## config.mk

```make
export PLATFORM = sky130hd
export DESIGN_NAME = axis_reg_slice
export DESIGN_NICKNAME = d
export VERILOG_FILES = /design/src/rtl/axis_pkg.sv /design/src/rtl/axis_skid_stage.sv /design/src/rtl/axis_reg_slice.sv
export SDC_FILE = /design/constraint.sdc
export NUM_CORES = 1
export LEC_CHECK = 0
export CAP_MARGIN = 20
export CORE_ASPECT_RATIO = 2
export CORE_MARGIN = 2
export CORE_UTILIZATION = 45
export DETAILED_ROUTE_END_ITERATION = 7
export GPL_ROUTABILITY_DRIVEN = 1
export PLACE_DENSITY = 0.74
export SLEW_MARGIN = 20
export SYNTH_ARGS = -nofsm -noshare
export SYNTH_HDL_FRONTEND = slang
export SYNTH_SLANG_ARGS = --single-unit
```

## constraint.sdc

```tcl
create_clock -name clk -period 1.8 [get_ports clk]
set_input_delay 0.36 -clock clk [delete_from_list [all_inputs] [get_ports clk]]
set_output_delay 0.36 -clock clk [all_outputs]
set_load 0.02 [all_outputs]
```

## src/rtl/axis_pkg.sv

```systemverilog
// Shared definitions for the AXI4-Stream register slice: stage state
// encoding and payload width helpers.
package axis_pkg;

  typedef enum logic [1:0] {
    ST_EMPTY = 2'd0,
    ST_FULL  = 2'd1,
    ST_SKID  = 2'd2
  } stage_state_e;

  function automatic int keep_w(input int data_width);
    return data_width / 8;
  endfunction

  // Packed beat layout, MSB first: {tdata, tkeep, tuser, tlast}
  function automatic int payload_w(input int data_width, input int user_width);
    return data_width + keep_w(data_width) + user_width + 1;
  endfunction

endpackage

```

## src/rtl/axis_skid_stage.sv

```systemverilog
// One skid-buffer stage: main register M drives the output, skid register K
// catches the beat that arrives while the output is stalled.
module axis_skid_stage
  import axis_pkg::*;
#(
  parameter int WIDTH = 11
) (
  input  logic             clk,
  input  logic             reset,
  input  logic [WIDTH-1:0] in_data,
  input  logic             in_valid,
  output logic             in_ready,
  output logic [WIDTH-1:0] out_data,
  output logic             out_valid,
  input  logic             out_ready
);

  stage_state_e     state_reg;
  logic [WIDTH-1:0] main_reg;
  logic [WIDTH-1:0] skid_reg;
  logic             ready_reg;
  logic             valid_reg;
  logic             in_fire;
  logic             out_fire;

  assign in_fire  = in_valid && ready_reg;
  assign out_fire = valid_reg && out_ready;

  // ready/valid are kept as explicit registers so neither side sees a
  // combinational path through this stage.
  always_ff @(posedge clk or negedge reset) begin
    if (!reset) begin
      state_reg <= ST_EMPTY;
      main_reg  <= '0;
      skid_reg  <= '0;
      ready_reg <= 1'b0;
      valid_reg <= 1'b0;
    end else begin
      case (state_reg)
        ST_EMPTY: begin
          ready_reg <= 1'b1;
          if (in_fire) begin
            main_reg  <= in_data;
            valid_reg <= 1'b1;
            state_reg <= ST_FULL;
          end
        end
        ST_FULL: begin
          if (in_fire && out_fire) begin
            main_reg <= in_data;
          end else if (in_fire) begin
            skid_reg  <= in_data;
            ready_reg <= 1'b0;
            state_reg <= ST_SKID;
          end else if (out_fire) begin
            valid_reg <= 1'b0;
            state_reg <= ST_EMPTY;
          end
        end
        ST_SKID: begin
          if (out_fire) begin
            main_reg  <= skid_reg;
            ready_reg <= 1'b1;
            state_reg <= ST_FULL;
          end
        end
        default: begin
          valid_reg <= 1'b0;
          ready_reg <= 1'b1;
          state_reg <= ST_EMPTY;
        end
      endcase
    end
  end

  assign in_ready  = ready_reg;
  assign out_data  = main_reg;
  assign out_valid = valid_reg;

endmodule

```

## src/rtl/axis_reg_slice.sv

```systemverilog
// AXI4-Stream register slice: STAGES cascaded skid stages (or a wire when
// STAGES = 0) plus m-side beat and packet counters.
module axis_reg_slice
  import axis_pkg::*;
#(
  parameter int DATA_WIDTH = 8,
  parameter int KEEP_EN    = 0,
  parameter int USER_WIDTH = 1,
  parameter int STAGES     = 1,
  parameter int CNT_WIDTH  = 16
) (
  input  logic                    clk,
  input  logic                    reset,
  input  logic [DATA_WIDTH-1:0]   s_tdata,
  input  logic [DATA_WIDTH/8-1:0] s_tkeep,
  input  logic [USER_WIDTH-1:0]   s_tuser,
  input  logic                    s_tlast,
  input  logic                    s_tvalid,
  output logic                    s_tready,
  output logic [DATA_WIDTH-1:0]   m_tdata,
  output logic [DATA_WIDTH/8-1:0] m_tkeep,
  output logic [USER_WIDTH-1:0]   m_tuser,
  output logic                    m_tlast,
  output logic                    m_tvalid,
  input  logic                    m_tready,
  output logic [CNT_WIDTH-1:0]    beat_cnt,
  output logic [CNT_WIDTH-1:0]    pkt_cnt
);

  localparam int KEEP_W = keep_w(DATA_WIDTH);
  localparam int PAY_W  = payload_w(DATA_WIDTH, USER_WIDTH);

  logic [KEEP_W-1:0]    keep_in;
  logic [PAY_W-1:0]     s_payload;
  logic [PAY_W-1:0]     m_payload;
  logic                 m_fire;
  logic [CNT_WIDTH-1:0] beat_cnt_reg;
  logic [CNT_WIDTH-1:0] pkt_cnt_reg;

  // With tkeep disabled every byte is forced valid before entering the chain.
  assign keep_in   = s_tkeep | {KEEP_W{(KEEP_EN == 0)}};
  assign s_payload = {s_tdata, keep_in, s_tuser, s_tlast};

  generate
    if (STAGES == 0) begin : g_bypass
      assign m_payload = s_payload;
      assign m_tvalid  = s_tvalid;
      assign s_tready  = m_tready;
    end else begin : g_chain
      logic [PAY_W-1:0] pay     [0:STAGES];
      logic             valid_c [0:STAGES];
      logic             ready_c [0:STAGES];

      assign pay[0]          = s_payload;
      assign valid_c[0]      = s_tvalid;
      assign s_tready        = ready_c[0];
      assign ready_c[STAGES] = m_tready;
      assign m_payload       = pay[STAGES];
      assign m_tvalid        = valid_c[STAGES];

      for (genvar gi = 0; gi < STAGES; gi++) begin : g_stage
        axis_skid_stage #(
          .WIDTH(PAY_W)
        ) u_stage (
          .clk      (clk),
          .reset    (reset),
          .in_data  (pay[gi]),
          .in_valid (valid_c[gi]),
          .in_ready (ready_c[gi]),
          .out_data (pay[gi+1]),
          .out_valid(valid_c[gi+1]),
          .out_ready(ready_c[gi+1])
        );
      end
    end
  endgenerate

  assign {m_tdata, m_tkeep, m_tuser, m_tlast} = m_payload;

  assign m_fire = m_tvalid && m_tready;

  always_ff @(posedge clk or negedge reset) begin
    if (!reset) begin
      beat_cnt_reg <= '0;
      pkt_cnt_reg  <= '0;
    end else if (m_fire) begin
      beat_cnt_reg <= beat_cnt_reg + 1'b1;
      if (m_tlast) begin
        pkt_cnt_reg <= pkt_cnt_reg + 1'b1;
      end
    end
  end

  assign beat_cnt = beat_cnt_reg;
  assign pkt_cnt  = pkt_cnt_reg;

endmodule

```

==> flow_metrics.tcl, run 1 <==
set metrics [dict create \
    run_status "finished, final reports clean" \
    cts_buffers 9 \
    synthCells 222 \
    drv_cap 0 \
    start_kind "register" \
    drive_gt1_frac 0.145 \
    dpl-instance-area_sq_mm 0.00327 \
    portBuffers 58 \
    fin_nets 325 \
    syn_avg_cell_area_sq_um 11.1 \
    slowest_delay_ns 0.63 \
    p_total_uw 2350 \
    dp_hpwl_um 3700 \
    final_cells 371 \
    die_w_um 56.2 \
    clock_skew_ns 0.00636 \
    fmax_mhz 573 \
    async_flop_share 1.00 \
    routed_wl_um 4960 \
    power.density_mw_per_mm2 681 \
    crit_type "reg -> out" \
    cts_root_buf "clkbuf_8" \
    fin_setup_tns_ns 0 \
    min_from "g_chain.g_stage[0].u_stage.skid_reg[2]$_DFFE_PN0P_" \
    hold_path.class "reg -> reg" \
    setup_violations 0 \
    wl_per_cell_um 13.4 \
    synth_nets 239 \
    grt_pass1_vias 1917 \
    dieHeight_um 108 \
    critPathArrivalTime_ns 1.39 \
    grt_max_degree 25 \
    place_congestion 0.837 \
    synthesis.area_sq_mm 0.00245 \
    fin_crit_ns 1.75 \
    h-tree-depth 3 \
    cts.clk_slew.worst_paths_ns 0.06 \
    synth_edf_count 0 \
    synth-seq-cells 58 \
    clock_latency_ns 0.34 \
    core_sq_mm 0.00533 \
    min_path_cells 1 \
    yosysUniqueCellTypes 26 \
    worstReg2RegStart "beat_cnt[3]$_DFFE_PN0P_" \
    initial_core_util 0.461 \
    worstRegToRegCells 4 \
    drv_slew 0 \
    ant_nets 0 \
    grt.total_usage 0.183 \
    worstPathRequired_ns 1.44 \
    holdWs_ns 0.472 \
    period_share 0.970 \
    cts_max_path_buffers 2 \
    cts_num_sinks 58 \
    slew_headroom 0.673 \
    cp_num_buf_inv 1 \
    p_leak_uw 0.00167 \
    dr.pass1.iters 4 \
    cts_tree "yes" \
    whs_endpoint "g_chain.g_stage[0].u_stage.skid_reg[2]$_DFFE_PN0P_" \
    reg2reg_to "beat_cnt[15]$_DFFE_PN0P_" \
    syn2layout_area_growth_pct 40.3 \
    viasPerCell 5.28 \
    row_count 38 \
    finalHoldViolCount 0 \
    die_area_sq_mm 0.00610 \
    dr.first_iter.drc_count 46 \
    stdcell_area_sq_mm 0.00344 \
    tightest_slew_ns 0.486 \
    fill_cells 457 \
    seq_area_frac_synth 0.592 \
    yosysWarnings 0 \
    cp_max_fo 6 \
    pin_count 60 \
    crit_family "buffers and inverters" \
    r2r_setup_slack_ns 0.23 \
    slowest_stage "clkdlybuf4s50_1" \
    grt_pass1_wl_um 8540 \
    cp-end-kind "primary output" \
    ys_dominant_reg_cell "dfrtp_1" \
    grt-ovfl-total 0 \
    dp_cells 356 \
    worstPathCellList "clkdlybuf4s50_1" \
    antenna_cells 0 \
    rsz0062_at_grt "no" \
    antenna_found_initial 0 \
    vias 1960 \
    ir_worst_vdd_mv 0.591 \
    drc 0 \
]
[final cells by class]
class                           instances  area (sq um)  share of cell area
Timing Repair Buffer                   80           778               0.226
Inverter                                1          3.75             0.00109
Sequential cell                        58          1450               0.422
Tap cell                               60          75.1              0.0218
Multi-Input combinational cell        158           982               0.285
Clock buffer                           14           153              0.0443
[cell families (layout without fill, tap and decap cells)]
kind of cell | Yosys count | after routing | synth area share
muxes | 11 | 11 | 0.0505
adders and majority gates | 2 | 2 | 0.0102
AOI/OAI and AO/OA | 19 | 19 | 0.0495
and+or+nand+nor | 96 | 96 | 0.180
DFF | 58 | 58 | 0.592
xor gates and xnor gates | 30 | 30 | 0.107
buffers and inverters | 6 | 95 | 0.0112
[cells in the mapped netlist (all sizes together), types with 2 or more instances]
master,n,area (sq um)
dfrtp,58,1450
nand2,44,165
xnor2,22,193
nor2,18,67.6
nand3,13,65.1
a31oi,11,68.8
mux2,11,124
xor2,8,70.1
and3,5,31.3
nand4,5,31.3
buf,4,20.0
nor3,4,20.0
nor4,3,33.8
a21oi,2,10.0
ha,2,25.0
nand2b,2,12.5
o21ai,2,10.0
[power by group]
part,switching [uW],internal [uW]
logic,33.4,31.6
clock network,452,523
registers,0,1300
total,485,1860
[per-layer routing]
layer | global-route usage | wire (um) | vias to the layer above
li1 | - | - | 934
met4 | 0.0918 | 97 | 0
met5 | 0 | 0 | -
met2 | 0.297 | 2510 | 60
met3 | 0.0622 | 301 | 9
met1 | 0.215 | 2050 | 957
[worst max path at each step]
| stage | from | cells after the start | to |
|---|---|---|---|
| 4_1_cts | pkt_cnt[2]$_DFFE_PN0P_ | 1 | pkt_cnt[2] |
| 5_1_grt | beat_cnt[4]$_DFFE_PN0P_ | 1 | beat_cnt[4] |
| 2_1_floorplan | pkt_cnt[0]$_DFFE_PN0P_ | 5 | pkt_cnt[12]$_DFFE_PN0P_ |
| 3_5_place_dp | m_tready | 6 | g_chain.g_stage[0].u_stage.out_data[10]$_DFFE_PN0P_ |
| 6_report | beat_cnt[4]$_DFFE_PN0P_ | 1 | beat_cnt[4] |
| 3_3_place_gp | m_tready | 5 | pkt_cnt[15]$_DFFE_PN0P_ |
[cell usage in the layout, fill, tap and decap left out]
cell type        count
o32ai_2              1
dlygate4sd2_1        2
dlymetal6s2s_1       5
clkbuf_8            10
o21ai_0              2
buf_12               2
ha_1                 2
nor2_1              18
o32a_1               1
clkbuf_1             4
o22ai_1              1
and2_0               1
a21boi_1             1
dlygate4sd3_1        1
a31oi_1             11
mux2_2              11
buf_4               19
nand3_1             13
nor3_1               4
nor4_1               2
nor4_4               1
inv_1                1
a21oi_1              2
xor2_1               8
dfrtp_1             58
and4_1               1
clkdlybuf4s50_1     50
buf_2                1
xnor2_1             22
nand4_1              5
and3_1               5
nand2b_1             2
nand2_1             44
[what timing repair did]
action | CTS | global route
endpoints found under the hold margin | 17 | 0
setup endpoints to repair | 2 | 5
gates cloned | 0 | 0
hold buffers | 1 | 0
setup buffers | 0 | 0
resized for setup | 2 | 5
pin swaps | 0 | 0
[per-stage QoR]
stage / utilization / worst slack (ns)
2_1_floorplan: - / 0.179
3_3_place_gp: 0.614 / -0.144
3_5_place_dp: 0.614 / -0.167
4_1_cts: 0.644 / 0.0126
5_1_grt: 0.647 / 0.000711
6_report: 0.647 / 0.0545
Power figures use the tool's default switching activity.
==> inputs of run 2 (changes only) <==
--- a/config.mk
+++ b/config.mk
@@ -9,9 +9,11 @@
 export CORE_ASPECT_RATIO = 2
 export CORE_MARGIN = 2
 export CORE_UTILIZATION = 45
+export CTS_CLUSTER_DIAMETER = 50
+export CTS_CLUSTER_SIZE = 8
 export DETAILED_ROUTE_END_ITERATION = 7
 export GPL_ROUTABILITY_DRIVEN = 1
-export PLACE_DENSITY = 0.74
+export PLACE_DENSITY = 0.73
 export SLEW_MARGIN = 20
 export SYNTH_ARGS = -nofsm -noshare
 export SYNTH_HDL_FRONTEND = slang
==> run 2 against run 1 <==
Against the previous run:
- setup slack got worse by 0.014 ns
- cell count down 1.1%
- sequential share of layout area grew 0.48 points
- sequential cell count stayed put
- cell area fell by 1.1%
- count of clock-buffer cells in the layout stayed put
- critical path depth is the same
- register-to-register slack better by 0.02 ns
- critical endpoint is now beat_cnt[5]
==> flow_metrics.tcl, run 2 (same netlist as run 1, synthesis figures left out) <==
set metrics [dict create \
    core_sq_mm 0.00533 \
    clock_latency_ns 0.33 \
    dp_hpwl_um 3680 \
    worstRegToRegCells 6 \
    layout_common_cells "58 x dfrtp_1, 52 x clkdlybuf4s50_1, 44 x nand2_1" \
    critPathArrivalTime_ns 1.40 \
    antenna_found_initial 0 \
    r2r_setup_slack_ns 0.25 \
    dieHeight_um 108 \
    reg2reg_to "pkt_cnt[8]$_DFFE_PN0P_" \
    tightest_slew_ns 0.444 \
    seqCellArea_sq_mm 0.00145 \
    cts_buffers 9 \
    h-tree-depth 3 \
    slowest_delay_ns 0.63 \
    p_total_uw 2340 \
    final_cells 367 \
    pin_count 60 \
    drv_cap 0 \
    fill_cells 443 \
    run_status "finished, final reports clean" \
    die_area_sq_mm 0.00610 \
    dp_cells 352 \
    p_leak_uw 0.00160 \
    ant_nets 0 \
    hold_path.class "in -> async" \
    drc 0 \
    setup_violations 0 \
    grt_max_degree 35 \
    vias 1920 \
    cp_num_buf_inv 1 \
    power.density_mw_per_mm2 687 \
    cts_tree "yes" \
    drv_slew 0 \
    slew_headroom 0.701 \
    slowest_stage "clkdlybuf4s50_1" \
    finalHoldViolCount 0 \
    start_kind "register" \
    grt_pass1_wl_um 8770 \
    crit_family "buffers and inverters" \
    worstPathCellList "clkdlybuf4s50_1" \
    cts.clk_slew.worst_paths_ns 0.06 \
    wl_per_cell_um 13.9 \
    cp-end-kind "primary output" \
    fmax_mhz 568 \
    worstReg2RegStart "pkt_cnt[0]$_DFFE_PN0P_" \
    grt-ovfl-total 0 \
    row_count 38 \
    fin_crit_ns 1.76 \
    final_common_cell "dfrtp_1" \
    clock_skew_ns 0.00545 \
    grt_pass1_vias 1961 \
    viasPerCell 5.23 \
    critPathCapture "beat_cnt[5]" \
    ir_worst_vdd_mv 0.676 \
    portBuffers 58 \
    drive_gt1_frac 0.134 \
    period_share 0.978 \
    crit_type "reg -> out" \
    place_congestion 0.838 \
    initial_core_util 0.461 \
    fin_nets 321 \
    grt.total_usage 0.187 \
    fin_util 0.639 \
    antenna_cells 0 \
    cts_max_path_buffers 2 \
    cts_num_sinks 58 \
    cp-startpoint "beat_cnt[5]$_DFFE_PN0P_" \
    syn2layout_area_growth_pct 38.8 \
    fin_setup_tns_ns 0 \
    routed_wl_um 5120 \
    dr.pass1.iters 5 \
    dr.first_iter.drc_count 51 \
    cts_root_buf "clkbuf_8" \
    multi_input_area_sq_um 982 \
    die_w_um 56.2 \
    crit_cells 1 \
    cp_max_fo 5 \
    worstPathRequired_ns 1.44 \
    rsz0062_at_grt "no" \
]
run 2: layout make-up:
type | instances | area share
clock buffer | 14 | 0.0448
inverter | 1 | 0.00110
multi-input combinational | 158 | 0.288
sequential | 58 | 0.426
tap | 60 | 0.0221
timing repair buffer | 76 | 0.217
run 2: power by group:
part           internal [uW]  leakage, uW  switching (uW)
clock network            523    0.0000766             445
logic                   31.8     0.000721            34.8
registers               1300     0.000806               0
total                   1860      0.00160             479
run 2: repair_timing:
| action | in CTS | in global routing |
|---|---|---|
| setup buffers | 0 | 0 |
| endpoints found under the hold margin | 9 | 0 |
| endpoints found under the setup margin | 3 | 2 |
| resized for setup | 3 | 2 |
| hold buffers | 1 | 0 |
run 2: routing by layer:
metal / share of wire / GRT usage / vias up
met5: 0 / 0 / -
met1: 0.42 / 0.208 / 940
li1: - / - / 920
met3: 0.046 / 0.0526 / 9
met2: 0.52 / 0.317 / 51
met4: 0.021 / 0.102 / 0
run 2: how the worst min path moves through the flow:
stage	depth (start not counted)	end
global placement	1	beat_cnt[10]$_DFFE_PN0P_
finish	2	beat_cnt[5]$_DFFE_PN0P_
detailed placement	1	beat_cnt[10]$_DFFE_PN0P_
floorplan	0	beat_cnt[0]$_DFFE_PN0P_
global route	2	beat_cnt[8]$_DFFE_PN0P_
CTS	2	beat_cnt[5]$_DFFE_PN0P_
run 2: metrics by stage:
step / cell area, sq um / setup WS, ns / hold slack [ns]
floorplan: 2450 / 0.179 / 0.0644
global placement: 3240 / -0.118 / 0.243
detailed placement: 3240 / -0.161 / 0.249
CTS: 3400 / 0.00968 / 0.426
global route: 3400 / 0.000910 / 0.454
finish: 3400 / 0.0403 / 0.446
